### src/rtl/mux_2to1.sv
// Parameterised 2:1 mux with a combinational and a registered output, plus a select-change monitor.
// Optional registered parity output par_q is enabled by defining MUX_2TO1_PARITY_EN.
module mux_2to1 #(
    parameter int WIDTH = 1,
    parameter int CNT_W = 8
) (
    input  logic             clk,
    input  logic             rst_n,
    input  logic [WIDTH-1:0] in0,
    input  logic [WIDTH-1:0] in1,
    input  logic             s0,
    output logic [WIDTH-1:0] out,
    output logic [WIDTH-1:0] out_q,
    output logic             sel_chg,
    output logic [CNT_W-1:0] sw_cnt
`ifdef MUX_2TO1_PARITY_EN
    ,
    output logic             par_q
`endif
);

    logic [WIDTH-1:0] out_qr;
    logic             s0_last_q;
    logic             primed_q;
    logic             sel_chg_q;
    logic [CNT_W-1:0] sw_cnt_q;
    logic [CNT_W-1:0] sw_cnt_d;
    logic             chg_d;

    // Continuous assignment keeps X/Z on s0 visible at the output.
    assign out = s0 ? in1 : in0;

    assign chg_d = primed_q & (s0 != s0_last_q);

    always_comb begin
        sw_cnt_d = sw_cnt_q;
        if (chg_d && (sw_cnt_q != {CNT_W{1'b1}}))
            sw_cnt_d = sw_cnt_q + 1'b1;
    end

    always_ff @(posedge clk or negedge rst_n) begin
        if (!rst_n) begin
            out_qr    <= '0;
            s0_last_q <= 1'b0;
            primed_q  <= 1'b0;
            sel_chg_q <= 1'b0;
            sw_cnt_q  <= '0;
        end else begin
            out_qr    <= s0 ? in1 : in0;
            s0_last_q <= s0;
            primed_q  <= 1'b1;
            sel_chg_q <= chg_d;
            sw_cnt_q  <= sw_cnt_d;
        end
    end

    assign out_q   = out_qr;
    assign sel_chg = sel_chg_q;
    assign sw_cnt  = sw_cnt_q;

`ifdef MUX_2TO1_PARITY_EN
    logic par_qr;

    always_ff @(posedge clk or negedge rst_n) begin
        if (!rst_n) par_qr <= 1'b0;
        else        par_qr <= ^(s0 ? in1 : in0);
    end

    assign par_q = par_qr;
`endif

endmodule

### config.mk
export PLATFORM = sky130hd
export DESIGN_NAME = mux_2to1
export DESIGN_NICKNAME = d
export VERILOG_FILES = /design/src/rtl/mux_2to1.sv
export SDC_FILE = /design/constraint.sdc
export NUM_CORES = 1
export LEC_CHECK = 0
export CORE_UTILIZATION = 39
export CTS_CLUSTER_DIAMETER = 120
export DETAILED_ROUTE_END_ITERATION = 12
export PLACE_DENSITY = 0.71
export SLEW_MARGIN = 20
export SYNTH_ARGS = -nofsm -noshare
export SYNTH_HDL_FRONTEND = slang
export SYNTH_SLANG_ARGS = --single-unit
### constraint.sdc
create_clock -name clk -period 1.3 [get_ports clk]
set_input_delay 0.325 -clock clk [delete_from_list [all_inputs] [get_ports clk]]
set_output_delay 0.325 -clock clk [all_outputs]
set_load 0.005 [all_outputs]
* Yosys cells after proc, flatten, opt, wreduce, memory -nomap -nowiden
Index checks and enable logic that the tools add are counted.
** Word-level totals
- Bits in registers :: 12
- Output and inout port bits :: 11
** Operators by class
- Equal/unequal tests :: 2
- Add/subtract/negate cells :: 1
- Muxes and demuxes :: 1
- Bitwise operators :: 1
- Reductions and logical operators :: 1
** Operators with widths (count)
- adder 8 x 1 -> 8 bit, second input constant :: 1
- != test 8 bit, second input constant :: 1
- bitwise AND 1 bit :: 1
- logical AND 1 bit :: 1
- two-way mux 1 bit :: 1
- != test 1 bit :: 1

* Longest topological paths before layout
- Word-level depth :: 3
- Gate-level depth with buffers :: 5
- Mapped depth without buffers :: 5

* Worst setup path before layout
Ideal clock, no wire load.
- Path type :: flip-flop to flip-flop
- Start :: reg sw_cnt_q[0] (netlist: sw_cnt[0])
- End :: reg sw_cnt_q[1] (netlist: sw_cnt[1])
- Required time :: 1.173 ns
- Setup slack :: -0.134 ns
- Stages on the path, launching flop included :: 6
- Library setup time :: 0.127 ns
- Period minus slack after synthesis :: 1.434 ns
- Path buffers :: 0
- Arrival :: 1.307 ns
- Cell sequence :: dfrtp_1 > ha_1 > and2_1 > nand4_1 > nand2_1 > mux2_1
** Between the ends
- Word-level cells in the longest chain between the ends :: 2
** RTL lines
- start: declaration :: RTL line 26 : logic [CNT_W-1:0] sw_cnt_q;
- start signal: assignment :: RTL line 53 : sw_cnt_q <= sw_cnt_d;
- parallel branches: the longest is 2 deep, another holds adder 8 x 1 -> 8 bit
Parallel ways; which one is timed is not known.
A chain may end at the register's enable or synchronous reset.

* Final worst setup path
Ends and elaborated chain as after synthesis.

==> results by group <==
Placed design
  – GP Congestion: 0.806
  – Area after DPL: 813 um^2
  – Post-DP HPWL: 811 um
  – Pre-CTS WS: -0.617 ns
  – PortBufs: 15

Clock tree
  – Clk root buf: clkbuf_4
  – H-tree lvl count: 1
  – Worst-path clk slew: 0.07 ns
  – Max clock buf depth: 2
  – Num CTS Buffers: 3
  – # clock sinks: 12
  – Clock latency on the worst-skew pair: 0.27 ns
  – CTS tree: built

Route
  – Drc violations: 0
  – Iteration-0 DRC Markers: 14
  – DRT Pass-1 Iters: 3
  – Via density: 5.21
  – Detailed Route WL: 1590 um
  – Routed Antenna Nets: 0
  – Vias post-DR: 542
  – Average wire per standard cell: 15.3 um

Synthesis
  – Syn nets: 50
  – Distinct cells, synth: 23
  – Synth top area share: 55.4%
  – Syn Inst Count: 44
  – Ys Warns: 0
  – #FFs+latches synth: 12
  – Avg Inst Size Synth: 12.3 um^2
  – Synth Cell Area: 542 um^2
  – Register area share after synthesis: 55.4%
  – Leading area contributor after synthesis: dfrtp_1
  – Synth area leaders: dfrtp_1 (55%), a21oi_1 (3.7%), nand3_1 (3.7%)

STA
  – Max Clk Rate: 692 MHz
  – Min cycle time layout: 1.45 ns
  – Setup tns final: -0.578 ns
  – Final Setup Violations: 7
  – Final hold violations: 0
  – Setup WS post-layout: -0.145 ns
  – Post-Route Skew: 0.00285 ns
  – Tcrit/Tclk final: 111%
  – Unrepaired setup endpoints after global routing: true
  – Slew Limit Fails: 0

Power
  – Cell Int Power: 1.22 mW
  – Sw Ratio: 32.5%
  – VDD IR max: 1.02 mV
  – Sequential Power Share: 31.1%
  – Net Sw Power: 588 uW
  – Power share of the combinational group: 56.7%
  – LEAKAGE: 0.492 nW
  – Clock share of power: 12.1%
  – PD cells: 1790 nW/um^2

Min path
  – Hold/Removal Path Class: input port to asynchronous set/reset pin

Run
  – Max cap viols: 0

Floorplanning
  – Total core area: 1300 um^2
  – Die Area: 1540 um^2
  – Horiz. Die Dim: 39.3 um
  – Die Ht: 39.3 um
  – Starting Density: 41.6%
  – Rows: 13
  – Number of I/O pins: 16

Status
  – Status: finished with violations
  – Failing checks: setup timing

Critical path
  – CP Max Fanout: 2
  – Reg2Reg Depth: 6
  – Critical Path Sink Type: register
  – WP data arrival: 1.60 ns
  – Critical path class: register to register
  – Crit path launch type: register
  – Worst Path Required: 1.46 ns

Global routing
  – Largest net degree at the start of global routing: 13
  – Vias in the first global route: 541
  – Total GRT Usage: 23.2%
  – Grt ovf: 0
  – First-pass GRT wire length: 2310 um
  – Antenna violations before repair: 0

Final layout
  – # diodes: 0
  – Synth-to-Final Area Change: 86.1%
  – Final #Nets: 97
  – Cell area after layout: 1010 um^2
  – Fill cells: 102
  – Final core occ: 77.5%
  – Share of post-route cells with drive strength above 1: 52.8%
## area by class of cell
| class | instances | area, um^2 | area share, % |
|---|---|---|---|
| Inverter | 2 | 7.51 | 0.744 |
| Multi-Input combinational cell | 29 | 294 | 29.2 |
| Clock buffer | 3 | 22.5 | 2.23 |
| Timing Repair Buffer | 43 | 365 | 36.2 |
| Tap cell | 15 | 18.8 | 1.86 |
| Sequential cell | 12 | 300 | 29.8 |
## synthesized netlist by cell type, drive strengths merged
| master | number |
|---|---|
| dfrtp | 12 |
| a21oi | 4 |
| nand3 | 4 |
| a31oi | 3 |
| xnor2 | 3 |
| inv | 2 |
| mux2 | 2 |
| nor3 | 2 |
| a311oi | 1 |
| and2 | 1 |
| and3 | 1 |
| and4b | 1 |
| buf | 1 |
| conb | 1 |
| ha | 1 |
| nand2 | 1 |
| nand4 | 1 |
| nand4b | 1 |
| nor2 | 1 |
| o21a | 1 |
## per-layer routing
metal	up-vias	routed length, um	GRT usage (%)
met4	0	52	11.2
met3	6	55	10.2
met2	16	858	39.6
met5	-	0	0
met1	268	625	24.0
li1	252	-	-
## cell families (layout without fill, tap and decap cells)
family | after synthesis | after routing | share of synthesized area (%)
compound gates | 9 | 9 | 11.3
xor+xnor | 3 | 3 | 6.24
fa+ha+maj | 1 | 1 | 2.31
buf+inv | 3 | 48 | 3.46
flops | 12 | 12 | 55.4
mux | 2 | 2 | 4.16
other cells | 1 | 1 | 0.692
simple gates | 13 | 13 | 16.4
## what timing repair did
item                       4_1_cts  5_1_grt
gates resized for setup         33        6
buffers inserted                11        4
hold endpoints to repair         0        0
pin swaps                        9        4
hold buffers                     0        0
setup endpoints to repair       19       12
## worst paths after layout
kind | from | to | slack, ns
worst max register to register | sw_cnt[0]$_DFFE_PN0P_ | sw_cnt[1]$_DFFE_PN0P_ | -0.15
max in group asynchronous | rst_n | sw_cnt[6]$_DFFE_PN0P_ | 0.80
worst max-delay path | sw_cnt[0]$_DFFE_PN0P_ | sw_cnt[1]$_DFFE_PN0P_ | -0.15
worst min register to register | sw_cnt[0]$_DFFE_PN0P_ | sw_cnt[0]$_DFFE_PN0P_ | 0.62
min in group clk | in1 | out_q$_DFF_PN0_ | 0.43
worst min-delay path | rst_n | sel_chg$_DFF_PN0_ | 0.35
## stage by stage
step	hold WS [ns]	cells	total power [mW]
finish	0.350	104	1.81
global route	0.380	104	1.92
CTS	0.352	101	1.64
detailed placement	0.557	87	1.24
global placement	0.541	87	1.21
floorplan	0.0294	44	0.826
## registers in the layout (all words and copies together) (netlist names)
name       count
s0_last_q      1
sel_chg        1
sw_cnt         8
primed_q       1
out_q          1
## critical path, cell delays in order, from the launching register on
cell and delay, ns:
dfrtp_1 0.40, buf_6 0.13, ha_4 0.15, and2_4 0.14, nand4_1 0.12, nand2_2 0.10
mux2_4 0.31
## layout by cell type, fill, tap and decap left out
| master | synthesis | final |
|---|---|---|
| and2_4 | 0 | 1 |
| nor3_4 | 1 | 1 |
| buf_6 | 1 | 6 |
| nand3_2 | 0 | 2 |
| o21a_1 | 1 | 1 |
| ha_4 | 0 | 1 |
| dfrtp_1 | 12 | 12 |
| a21oi_2 | 0 | 1 |
| and3_4 | 0 | 1 |
| a311oi_4 | 0 | 1 |
| nand3_1 | 4 | 2 |
| buf_4 | 0 | 24 |
| mux2_4 | 0 | 2 |
| a21oi_1 | 4 | 3 |
| xnor2_1 | 2 | 2 |
| xnor2_4 | 0 | 1 |
| nor3_2 | 0 | 1 |
| conb_1 | 1 | 1 |
| clkdlybuf4s15_1 | 0 | 2 |
| nor2_2 | 1 | 1 |
| nand2_2 | 0 | 1 |
| a31oi_1 | 3 | 3 |
| clkbuf_4 | 0 | 3 |
| dlygate4sd2_1 | 0 | 10 |
| nand4b_1 | 1 | 1 |
| and4b_1 | 1 | 1 |
| clkdlybuf4s50_1 | 0 | 1 |
| inv_1 | 2 | 2 |
| nand4_1 | 1 | 1 |
## power groups by stage
stage / logic [mW] / clock network (mW) / registers (mW)
floorplan: 0.230 / 0 / 0.595
global placement: 0.659 / 0 / 0.551
detailed placement: 0.676 / 0 / 0.562
CTS: 0.859 / 0.227 / 0.555
global route: 1.10 / 0.247 / 0.575
finish: 1.02 / 0.219 / 0.562
Note: power is estimated with default switching activity, not from simulation.
